**src/rtl/irq_input_conditioner.sv**
```systemverilog
// irq_input_conditioner: synchronize, glitch-filter and level/edge-condition raw interrupt lines
module irq_input_conditioner #(
  parameter int NUM_IRQ       = 26,
  parameter int SYNC_STAGES   = 2,
  parameter int FILTER_CYCLES = 3
) (
  input  logic               aclk,
  input  logic               areset,
  input  logic [NUM_IRQ-1:0] irq_raw_i,
  input  logic [NUM_IRQ-1:0] edge_mode_i,
  input  logic [NUM_IRQ-1:0] mask_i,
  input  logic [NUM_IRQ-1:0] clear_i,
  output logic [NUM_IRQ-1:0] irq_o,
  output logic [NUM_IRQ-1:0] pending_o,
  output logic [NUM_IRQ-1:0] lost_o
);
  localparam int CW = (FILTER_CYCLES < 1) ? 1 : $clog2(FILTER_CYCLES + 1);
  logic [NUM_IRQ-1:0] r_sync [SYNC_STAGES];
  logic [CW-1:0]      r_cnt  [NUM_IRQ];
  logic [NUM_IRQ-1:0] r_filt, r_filt_q, r_pend, r_lost, r_irq;
  logic [NUM_IRQ-1:0] w_sync, w_rise, w_pend_nx, w_lost_nx, w_irq_nx;
  assign w_sync    = r_sync[SYNC_STAGES-1];
  assign irq_o     = r_irq;
  assign pending_o = r_pend;
  assign lost_o    = r_lost;
  always_ff @(posedge aclk or posedge areset)
    if (areset)
      for (int s = 0; s < SYNC_STAGES; s++) r_sync[s] <= '0;
    else begin
      r_sync[0] <= irq_raw_i;
      for (int s = 1; s < SYNC_STAGES; s++) r_sync[s] <= r_sync[s-1];
    end
  always_ff @(posedge aclk or posedge areset)
    if (areset) begin
      r_filt <= '0;
      for (int n = 0; n < NUM_IRQ; n++) r_cnt[n] <= '0;
    end else
      for (int n = 0; n < NUM_IRQ; n++)
        if (FILTER_CYCLES == 0)
          r_filt[n] <= w_sync[n];
        else if (w_sync[n] == r_filt[n])
          r_cnt[n] <= '0;
        else if (int'(r_cnt[n]) + 1 >= FILTER_CYCLES) begin
          r_filt[n] <= w_sync[n];
          r_cnt[n]  <= '0;
        end else
          r_cnt[n] <= r_cnt[n] + CW'(1);
  always_comb begin
    w_rise    = r_filt & ~r_filt_q;
    w_pend_nx = edge_mode_i & (w_rise | (r_pend & ~clear_i));
    w_lost_nx = edge_mode_i & ~clear_i & (r_lost | (w_rise & r_pend));
    w_irq_nx  = ~mask_i & ((edge_mode_i & w_pend_nx) | (~edge_mode_i & r_filt));
  end
  always_ff @(posedge aclk or posedge areset)
    if (areset) begin
      r_filt_q <= '0;
      r_pend   <= '0;
      r_lost   <= '0;
      r_irq    <= '0;
    end else begin
      r_filt_q <= r_filt;
      r_pend   <= w_pend_nx;
      r_lost   <= w_lost_nx;
      r_irq    <= w_irq_nx;
    end
endmodule

```
**config.mk**
```make
export PLATFORM = sky130hd
export DESIGN_NAME = irq_input_conditioner
export DESIGN_NICKNAME = d
export VERILOG_FILES = /design/src/rtl/irq_input_conditioner.sv
export SDC_FILE = /design/constraint.sdc
export NUM_CORES = 1
export LEC_CHECK = 0
export CELL_PAD_IN_SITES_DETAIL_PLACEMENT = 1
export CELL_PAD_IN_SITES_GLOBAL_PLACEMENT = 1
export CORE_ASPECT_RATIO = 0.8
export CORE_UTILIZATION = 37
export DETAILED_ROUTE_END_ITERATION = 8
export GPL_ROUTABILITY_DRIVEN = 0
export HOLD_SLACK_MARGIN = 0.12
export PLACE_DENSITY = 0.84
export SETUP_SLACK_MARGIN = 0.5
export SYNTH_ARGS = -nofsm -noshare
export SYNTH_HDL_FRONTEND = slang
export SYNTH_SLANG_ARGS = --single-unit
```
**constraint.sdc**
```tcl
create_clock -name aclk -period 9.06 [get_ports aclk]
set_clock_uncertainty 0.2 [all_clocks]
set_input_delay 2.265 -clock aclk [delete_from_list [all_inputs] [get_ports aclk]]
set_output_delay 2.265 -clock aclk [all_outputs]
set_load 0.005 [all_outputs]
```
=== Word-level counts from Yosys, hierarchy flattened ===
Cells that the tools add are included.

* Add/sub/neg operators: 52
* Multipliers: 0
* Divide/modulo/power cells: 0
* $lt $le $gt $ge: 26
* Equality and inequality tests: 26
* Shifts and indexed selects: 0
* Mux-type cells: 52
* Bitwise gates (word level): 42
* Reduce and logical (&&, ||, !) cells: 26

{| class="wikitable"
|+ Operators by type and width
! cell !! number
|-
| $and 26x26->26 || 9
|-
| $mux 2 || 52
|-
| $not 26->26 || 4
|-
| $add 2x1->3 const B || 26
|-
| $ge 3x2->1 const B || 26
|-
| $or 26x26->26 || 3
|-
| $add 2x1->2 const B || 26
|-
| $reduce_and 2->1 || 26
|-
| $eq 1x1->1 || 26
|-
| $not 1->1 || 26
|}

* Bits in registers: 234
* Latch bits: 0
* Memory bits (writable): 0
* Bits in read-only memories: 0
* Output and inout bits: 78
* Word-level logic and storage cells: 282
* Memories: 0

=== Logic depth before layout (Yosys ltp) ===
Gate-level depths: netlist (run 1).

* Depth in word-level cells: 7
* Depth in mapped cells: 2
* Depth with buffers taken out: 2

=== Worst setup path after synthesis (run 1) ===
No wires, ideal clock.

* Kind: register to output
* Start: register r_pend[24], in the netlist pending_o[24]
* End: output pending_o[24]
* Data arrival time: 0.383 ns
* Required time: 6.595 ns
* Setup slack: 6.212 ns
* Stages on the path, launching flop included: 1
* Buffers on the path: 0
* Cell sequence: dfrtp_1

{| class="wikitable"
|+ RTL lines
! what !! line !! text
|-
| start: declaration || 20 || <nowiki>logic [NUM_IRQ-1:0] r_filt, r_filt_q, r_pend, r_lost, r_irq;</nowiki>
|-
| start signal: assignment || 62 || <nowiki>r_pend <= w_pend_nx;</nowiki>
|-
| end: declaration || 14 || <nowiki>output logic [NUM_IRQ-1:0] pending_o,</nowiki>
|}

No word-level cell between the ends.

==> results of run 1 <==
cells in the mapped netlist:
| cell type | number |
|---|---|
| dfrtp_1 | 234 |
| nand2b_1 | 78 |
| a21bo_1 | 26 |
| nor3_1 | 26 |
| nand3b_1 | 52 |
| a21oi_2 | 16 |
| mux2_2 | 26 |
| xnor2_1 | 26 |
| inv_1 | 27 |
| a21boi_1 | 26 |
| a21oi_1 | 36 |
| nor3b_2 | 26 |
cells by family after synthesis:
logic type / Yosys count / share of synthesized area, %
flops: 234 / 68.2
simple gates: 182 / 15.5
compound gates: 104 / 9.03
buf+inv: 27 / 1.18
xor+xnor: 26 / 2.65
mux: 26 / 3.41
per-layer routing:
metal	vias up	wire length, um
met5	-	0
met4	0	311
met3	21	1030
met2	135	8790
met1	2707	7260
li1	2479	-
final cells by class:
cell class	count	area, um^2	share of cell area [%]
inverter	27	105	0.897
multi-input combinational	338	2630	22.5
tap	306	383	3.27
clock buffer	32	702	5.99
clock inverter	10	178	1.52
antenna	1	2.50	0.0214
timing repair buffer	185	1860	15.9
sequential	234	5860	50.0
critical path, stage by stage:
cell and delay [ns]:
clkdlybuf4s50_1 0.44, clkinvlp_4 0.10, buf_12 0.56, buf_4 0.83
sequential cells by signal (all words and copies together) (netlist names):
| register | count |
|---|---|
| irq_o | 26 |
| w_sync | 26 |
| lost_o | 26 |
| r_filt | 26 |
| pending_o | 26 |
| r_filt_q | 26 |
| r_sync | 26 |
| r_cnt | 52 |
cell usage in the layout (no fill, tap or decap):
master and count:
a21bo_1 26, a21boi_1 26, a21oi_1 36, a21oi_2 16, buf_12 1, buf_4 1, bufinv_16 5, clkbuf_1 2
clkbuf_16 25, clkbuf_8 5, clkdlybuf4s50_1 183, clkinv_2 4, clkinvlp_4 2, dfrtp_1 234, diode_2 1, inv_1 26
mux2_2 26, nand2b_1 78, nand3b_1 52, nor3_1 26, nor3b_2 26, xnor2_1 26
worst max-delay path by stage:
stage / start / endpoint / slack, ns
floorplan: areset / irq_o[0] / 3.53
global route: areset / w_sync[18] / 4.68
finish: areset / r_sync[39] / 5.00
CTS: areset / r_sync[39] / 4.92
detailed placement: areset / r_filt_q[13] / 4.37
global placement: areset / lost_o[18] / 4.40
metrics by stage:
stage | instances | hold slack, ns | setup slack, ns | area [um^2]
floorplan | 599 | 0.131 | 3.53 | 8590
global placement | 1090 | 0.132 | 4.40 | 10800
detailed placement | 1090 | 0.136 | 4.37 | 10800
CTS | 1132 | 0.146 | 4.92 | 11700
global route | 1132 | 0.154 | 4.68 | 11700
finish | 1133 | 0.140 | 5.00 | 11700
power by group:
group / internal (mW) / total (mW) / leakage, nW / switching [mW]
clock network: 0.684 / 1.08 / 0.433 / 0.400
registers: 1.35 / 1.63 / 2.95 / 0.277
logic: 0.483 / 0.734 / 1.51 / 0.251
total: 2.52 / 3.44 / 4.90 / 0.928
==> reports/qor.csv, run 1 <==
stage,metric,value,unit
cts,cts_buffer_depth,3,
setup_path,end_kind,async pin,
synth,ys_seq_area_share,68.2,%
finish,area_delta_synth_final,36.4,%
grt,grt_usage,15.1,%
drt,drcViolationCount,0,
cts,path_clk_slew,0.06,ns
grt,grt_overflow,0,
cts,cts_made_buffers,24,
hold_path,hold_end,w_sync[10],
synth,syn_area,0.00859,mm^2
sta,tightest_slew,0.880,ns
setup_path,r2r-start,r_filt[12],
cts,cts_root_buf,clkbuf_16,
grt,grtUsageMet2,26.2,%
drt,wire_per_inst,15.4,um
grt,grt_pass1_vias,5970,
pwr,p_leak,4.90,nW
setup_path,setup.worst_path.start_class,input port,
pwr,worst_ir_drop_vdd,0.120,mV
grt,grt_pass1_wl,29400,um
floorplan,ios,184,
outcome,status,finished clean,
sta,hold_viol,0,
synth,synth_top_cell_by_area,dfrtp_1,
synth,synth.area.top_cells,"dfrtp_1 68%, nand2b_1 5.7%, nand3b_1 4.5%, nor3b_2 3.8%, mux2_2 3.4%",
sta,slew_headroom,41.3,%
synth,synth_top_area_share,68.2,%
cts,cts_hold_buf,0,
sta,max_freq,247,MHz
hold_path,worstHoldStart,r_sync[36],
cts,clock_sinks,234,
grt,grt_use_met1,18.8,%
finish,nets,916,
sta,drv_slew,0,
flow_run,drv_cap,0,
synth,ys_ff_latch,234,
grt,grt_antenna_before_repair,1,
setup_path,rr_worst_depth,2,
grt,grt_max_degree,163,
pwr,power_density,294,mW/mm^2
cts,cts_setup_buffers,0,
sta,fin_crit_sh,44.8,%
drt,ant_nets,0,
drt,vias_per_cell,4.71,
cts,cts_resized,0,
drt,num_vias,5342,
finish,fillers,2217,
setup_path,r2r_slack,7.89,ns
drt,dr.pass1.iters,4,
sta,rsz0062_at_grt,false,
placed_design,portBuffers,183,
pwr,total_power,3.44,mW
finish,drive_gt1_share,13.4,%
cts,insertion_delay,0.51,ns
setup_path,worstPathArrival,4.37,ns
synth,yosysWarnings,0,
setup_path,timing.rr.end,r_cnt[26],
finish,fin_util,51.8,%
sta,setup_viol,0,
floorplan,start_util,38.0,%
hold_path,hold_path.class,reg -> reg,
cts,htree_num_levels,1,
setup_path,cp_max_fo,162,
synth,netlist_instances,599,
floorplan,rows,49,
setup_path,worstSetupPathType,in -> async,
grt,grtUsageMet3,3.46,%
synth,synth_cell_types,12,
drt,drtIter0Drc,171,
setup_path,worstPathRequired,9.38,ns
floorplan,die_y,138,um
floorplan,die_w,172,um
hold_path,hold_depth,0,
grt,busiest_layer,met2,
synth,syn_nets,705,
drt,routed_wirelength,17400,um
sta,setup_tns,0,ns
sta,min_period,4.06,ns
synth,avgSynthCellArea,14.3,um^2
floorplan,dieArea,0.0238,mm^2
placed_design,dp_hpwl,11800,um
floorplan,core_area,0.0226,mm^2
cts,tritoncts,built,
Note: power is estimated with default switching activity, not from simulation.
==> inputs of run 2 (changes only) <==
- clock period: 9.06 -> 3.3 ns (I/O delays scaled with it)
==> reports/qor.csv, run 2 (same netlist as run 1, synthesis figures left out) <==
stage,metric,value,unit
setup_path,crit_family,buffers and inverters,
cts,htree_num_levels,1,
hold_path,hold_end,w_sync[23],
cts,cts_resized,0,
outcome,status,finished clean,
sta,slew_headroom,56.9,%
setup_path,path_cells,clkdlybuf4s50_1,
grt,grt_overflow,0,
setup_path,slowest_stage,clkdlybuf4s50_1,
cts,cts_buffer_depth,3,
sta,max_freq,402,MHz
grt,grtUsageMet3,3.32,%
pwr,p_int,6.82,mW
sta,timing.final.ws_setup,0.812,ns
sta,min_period,2.49,ns
finish,diodes,0,
grt,grtUsageMet2,25.4,%
hold_path,hold_depth,0,
drt,drcViolationCount,0,
drt,vias_per_cell,4.67,
finish,nets,916,
sta,setup_tns,0,ns
cts,path_clk_slew,0.06,ns
sta,setup_viol,0,
setup_path,startpoint,pending_o[25],
grt,busiest_layer,met2,
sta,fin_crit_sh,75.4,%
pwr,switching_power,2.53,mW
cts,tritoncts,built,
setup_path,r2r-start,r_filt[9],
setup_path,max_stage_delay,0.53,ns
flow_run,drv_cap,0,
placed_design,dp_hpwl,11900,um
setup_path,setup.worst_path.start_class,flop,
sta,drv_slew,0,
finish,largest_reg_flops,52,
floorplan,ios,184,
placed_design,dp_slack,1.14,ns
finish,drive_gt1_share,13.4,%
setup_path,path_buf_inv,1,
hold_path,hold_path.class,reg -> reg,
pwr,worst_ir_drop_vdd,0.331,mV
floorplan,rows,49,
grt,grt_usage,15.1,%
finish,top_register,r_cnt,
drt,ant_nets,0,
sta,tightest_slew,0.646,ns
finish,area_delta_synth_final,36.2,%
cts,cts_hold_buf,0,
grt,grt_max_degree,122,
placed_design,portBuffers,183,
setup_path,worstPathRequired,2.27,ns
floorplan,dieArea,0.0238,mm^2
pwr,power.share.sequential,47.8,%
floorplan,die_w,172,um
setup_path,rr_worst_depth,2,
drt,num_vias,5288,
drt,drtIter0Drc,207,
grt,grt_pass1_vias,5885,
grt,grt_pass1_wl,29400,um
sta,rsz0062_at_grt,false,
finish,final_common_cell,dfrtp_1,
setup_path,cp_max_fo,4,
sta,hold_viol,0,
pwr,p_leak,4.89,nW
drt,wire_per_inst,15.2,um
cts,insertion_delay,0.50,ns
setup_path,r2r_slack,2.14,ns
drt,routed_wirelength,17200,um
pwr,pwr-share-comb,21.6,%
setup_path,worstPathArrival,1.46,ns
grt,grt_use_met1,19.7,%
pwr,power_density,799,mW/mm^2
cts,cts_root_buf,clkbuf_16,
grt,grt_antenna_before_repair,0,
floorplan,start_util,38.0,%
setup_path,timing.rr.end,r_cnt[32],
hold_path,worstHoldStart,r_sync[49],
drt,dr.pass1.iters,4,
setup_path,worstSetupPathType,reg -> out,
setup_path,end_kind,output port,
floorplan,core_area,0.0226,mm^2
cts,clock_sinks,234,
cts,cts_made_buffers,24,
pwr,switching_share,27.1,%
finish,final_cell_mix,"234 x dfrtp_1, 183 x clkdlybuf4s50_1, 78 x nand2b_1",
cts,cts_setup_buffers,0,
pwr,pwr-share-clk,30.6,%
floorplan,die_y,138,um
finish,fillers,2261,
-- run 2: how the worst max path moves through the flow --
stage | cells past startpoint | endpoint
floorplan | 1 | irq_o[0]
global placement | 3 | irq_o[20]
detailed placement | 3 | irq_o[14]
CTS | 1 | pending_o[25]
global route | 1 | pending_o[25]
finish | 1 | pending_o[25]
-- run 2: layout make-up --
type / count / area, um^2 / share of cell area [%]
Sequential cell: 234 / 5860 / 50.1
Multi-Input combinational cell: 338 / 2630 / 22.5
Timing Repair Buffer: 185 / 1870 / 16.0
Clock buffer: 32 / 692 / 5.92
Tap cell: 306 / 383 / 3.27
Clock inverter: 11 / 158 / 1.35
Inverter: 27 / 105 / 0.899
-- run 2: metal layers --
| layer | wire length [um] | vias to the layer above |
|---|---|---|
| li1 | - | 2477 |
| met1 | 7440 | 2648 |
| met2 | 8430 | 130 |
| met3 | 956 | 33 |
| met4 | 357 | 0 |
| met5 | 0 | - |
-- run 2: power groups by stage --
stage,clock network [mW],logic [mW],registers (mW)
global placement,0,1.95,4.44
global route,3.07,2.23,4.61
CTS,2.96,2.07,4.48
finish,2.86,2.02,4.47
detailed placement,0,2.05,4.51
floorplan,0,1.25,4.32
-- run 2: stage by stage --
stage	instances	cell area, um^2	total power [mW]	util, %	hold WS [ns]
finish	1133	11700	9.35	51.7	0.148
global placement	1090	10800	6.39	47.9	0.132
CTS	1133	11700	9.51	51.7	0.150
global route	1133	11700	9.91	51.7	0.154
detailed placement	1090	10800	6.56	47.9	0.136
floorplan	599	8590	5.58	-	0.131
==> inputs of run 3 (changes only) <==
- clock period: 3.3 -> 2.1 ns (I/O delays scaled with it)
==> reports/qor.csv, run 3 (same netlist as run 1, synthesis figures left out) <==
stage,metric,value,unit
setup_path,slowest_stage,dfrtp_1,
finish,fin_util,52.3,%
finish,largest_reg_flops,52,
grt,grt_usage,16.7,%
cts,cts_buffer_depth,3,
pwr,p_leak,5.38,nW
drt,dr.pass1.iters,4,
drt,vias_per_cell,4.72,
setup_path,setup.worst_path.start_class,flop,
setup_path,worstPathArrival,1.05,ns
setup_path,path_buf_inv,1,
drt,drcViolationCount,0,
floorplan,dieArea,0.0238,mm^2
sta,min_period,1.77,ns
floorplan,rows,49,
drt,num_vias,5644,
drt,drtIter0Drc,185,
floorplan,core_area,0.0226,mm^2
hold_path,hold_path.class,reg -> reg,
sta,rsz0062_at_grt,true,
grt,grt_overflow,0,
setup_path,end_kind,output port,
pwr,worst_ir_drop_vdd,0.634,mV
sta,hold_viol,0,
cts,cts_root_buf,clkbuf_16,
setup_path,max_stage_delay,0.41,ns
placed_design,dp_cells,1107,
sta,timing.final.ws_setup,0.329,ns
placed_design,dp_hpwl,12800,um
finish,drive_gt1_share,28.5,%
cts,tritoncts,built,
sta,fin_crit_sh,84.3,%
drt,wire_per_inst,16.2,um
finish,final_cell_mix,"234 x dfrtp_1, 105 x clkdlybuf4s50_1, 78 x nand2b_1, 78 x buf_2, 56 x buf_4",
sta,max_freq,565,MHz
finish,instances_no_fill,1197,
placed_design,dp_slack,0.403,ns
setup_path,cp_max_fo,4,
setup_path,crit_family,flip-flops,
placed_design,portBuffers,183,
setup_path,worstPathRequired,1.37,ns
grt,grt_pass1_wl,31900,um
drt,ant_nets,0,
finish,nets,980,
setup_path,worstSetupPathType,reg -> out,
finish,fillers,2302,
sta,slew_headroom,80.5,%
finish,diodes,0,
grt,grt_pass1_vias,6279,
finish,area_delta_synth_final,37.9,%
outcome,status,finished clean,
sta,drv_slew,0,
finish,fin_area,0.0118,mm^2
grt,grt_max_degree,28,
cts,htree_num_levels,1,
finish,final_common_cell,dfrtp_1,
flow_run,drv_cap,0,
finish,top_register,r_cnt,
cts,path_clk_slew,0.06,ns
sta,setup_viol,0,
cts,insertion_delay,0.50,ns
setup_path,path_cells,buf_2,
drt,routed_wirelength,19400,um
sta,tightest_slew,0.290,ns
floorplan,die_w,172,um
finish,seq_area,0.00586,mm^2
cts,cts_made_buffers,24,
floorplan,ios,184,
finish,multi_input_area,0.00263,mm^2
floorplan,start_util,38.0,%
floorplan,die_y,138,um
sta,timing.hold.ws,0.147,ns
pwr,power_density,1230,mW/mm^2
placed_design,place_area,0.0111,mm^2
cts,clock_sinks,234,
grt,grt_antenna_before_repair,0,
==> run 3: metal layers <==
layer / up-vias / track usage [%] / wire length, um
li1: 2605 / - / -
met1: 2870 / 20.6 / 8160
met2: 142 / 30.1 / 9930
met3: 27 / 3.32 / 963
met4: 0 / 3.07 / 298
met5: - / 0 / 0
==> run 3: path summary, 6_finish.rpt <==
path / from / slack, ns / to / cells past startpoint
worst max-delay path: pending_o[11] / 0.33 / pending_o[11] / 1
worst min-delay path: r_sync[51] / 0.15 / w_sync[25] / 0
worst max register to register: r_filt[18] / 0.94 / r_cnt[15] / 2
worst min register to register: r_sync[51] / 0.15 / w_sync[25] / 0
max in group asynchronous: areset / 0.71 / lost_o[0] / 3
min in group asynchronous: areset / 0.29 / lost_o[17] / 3
==> run 3: final cells by class <==
class | instances | area share, %
clock buffer | 33 | 6.13
clock inverter | 10 | 0.750
inverter | 27 | 0.888
multi-input combinational | 338 | 22.2
sequential | 234 | 49.5
tap | 306 | 3.23
timing repair buffer | 249 | 17.3
==> run 3: repair_timing <==
item,4_1_cts,5_1_grt
buffers inserted,30,16
setup endpoints to repair,78,78
resized for setup,312,0
gates cloned,0,0
hold buffers,1,0
hold endpoints to repair,5,0
==> run 3: through the flow <==
step / TNS [ns] / power, mW
floorplan: -395.20 / 8.77
global placement: 0 / 10.1
detailed placement: 0 / 10.4
CTS: 0 / 14.7
global route: 0 / 15.5
finish: 0 / 14.6
==> run 3: power breakdown <==
| part | internal (mW) | leakage [nW] | total, mW | switching, mW |
|---|---|---|---|---|
| Clock | 2.55 | 0.412 | 4.29 | 1.74 |
| Combinational | 2.06 | 2.02 | 3.34 | 1.28 |
| Sequential | 5.83 | 2.95 | 6.99 | 1.17 |
| Total | 10.4 | 5.38 | 14.6 | 4.19 |
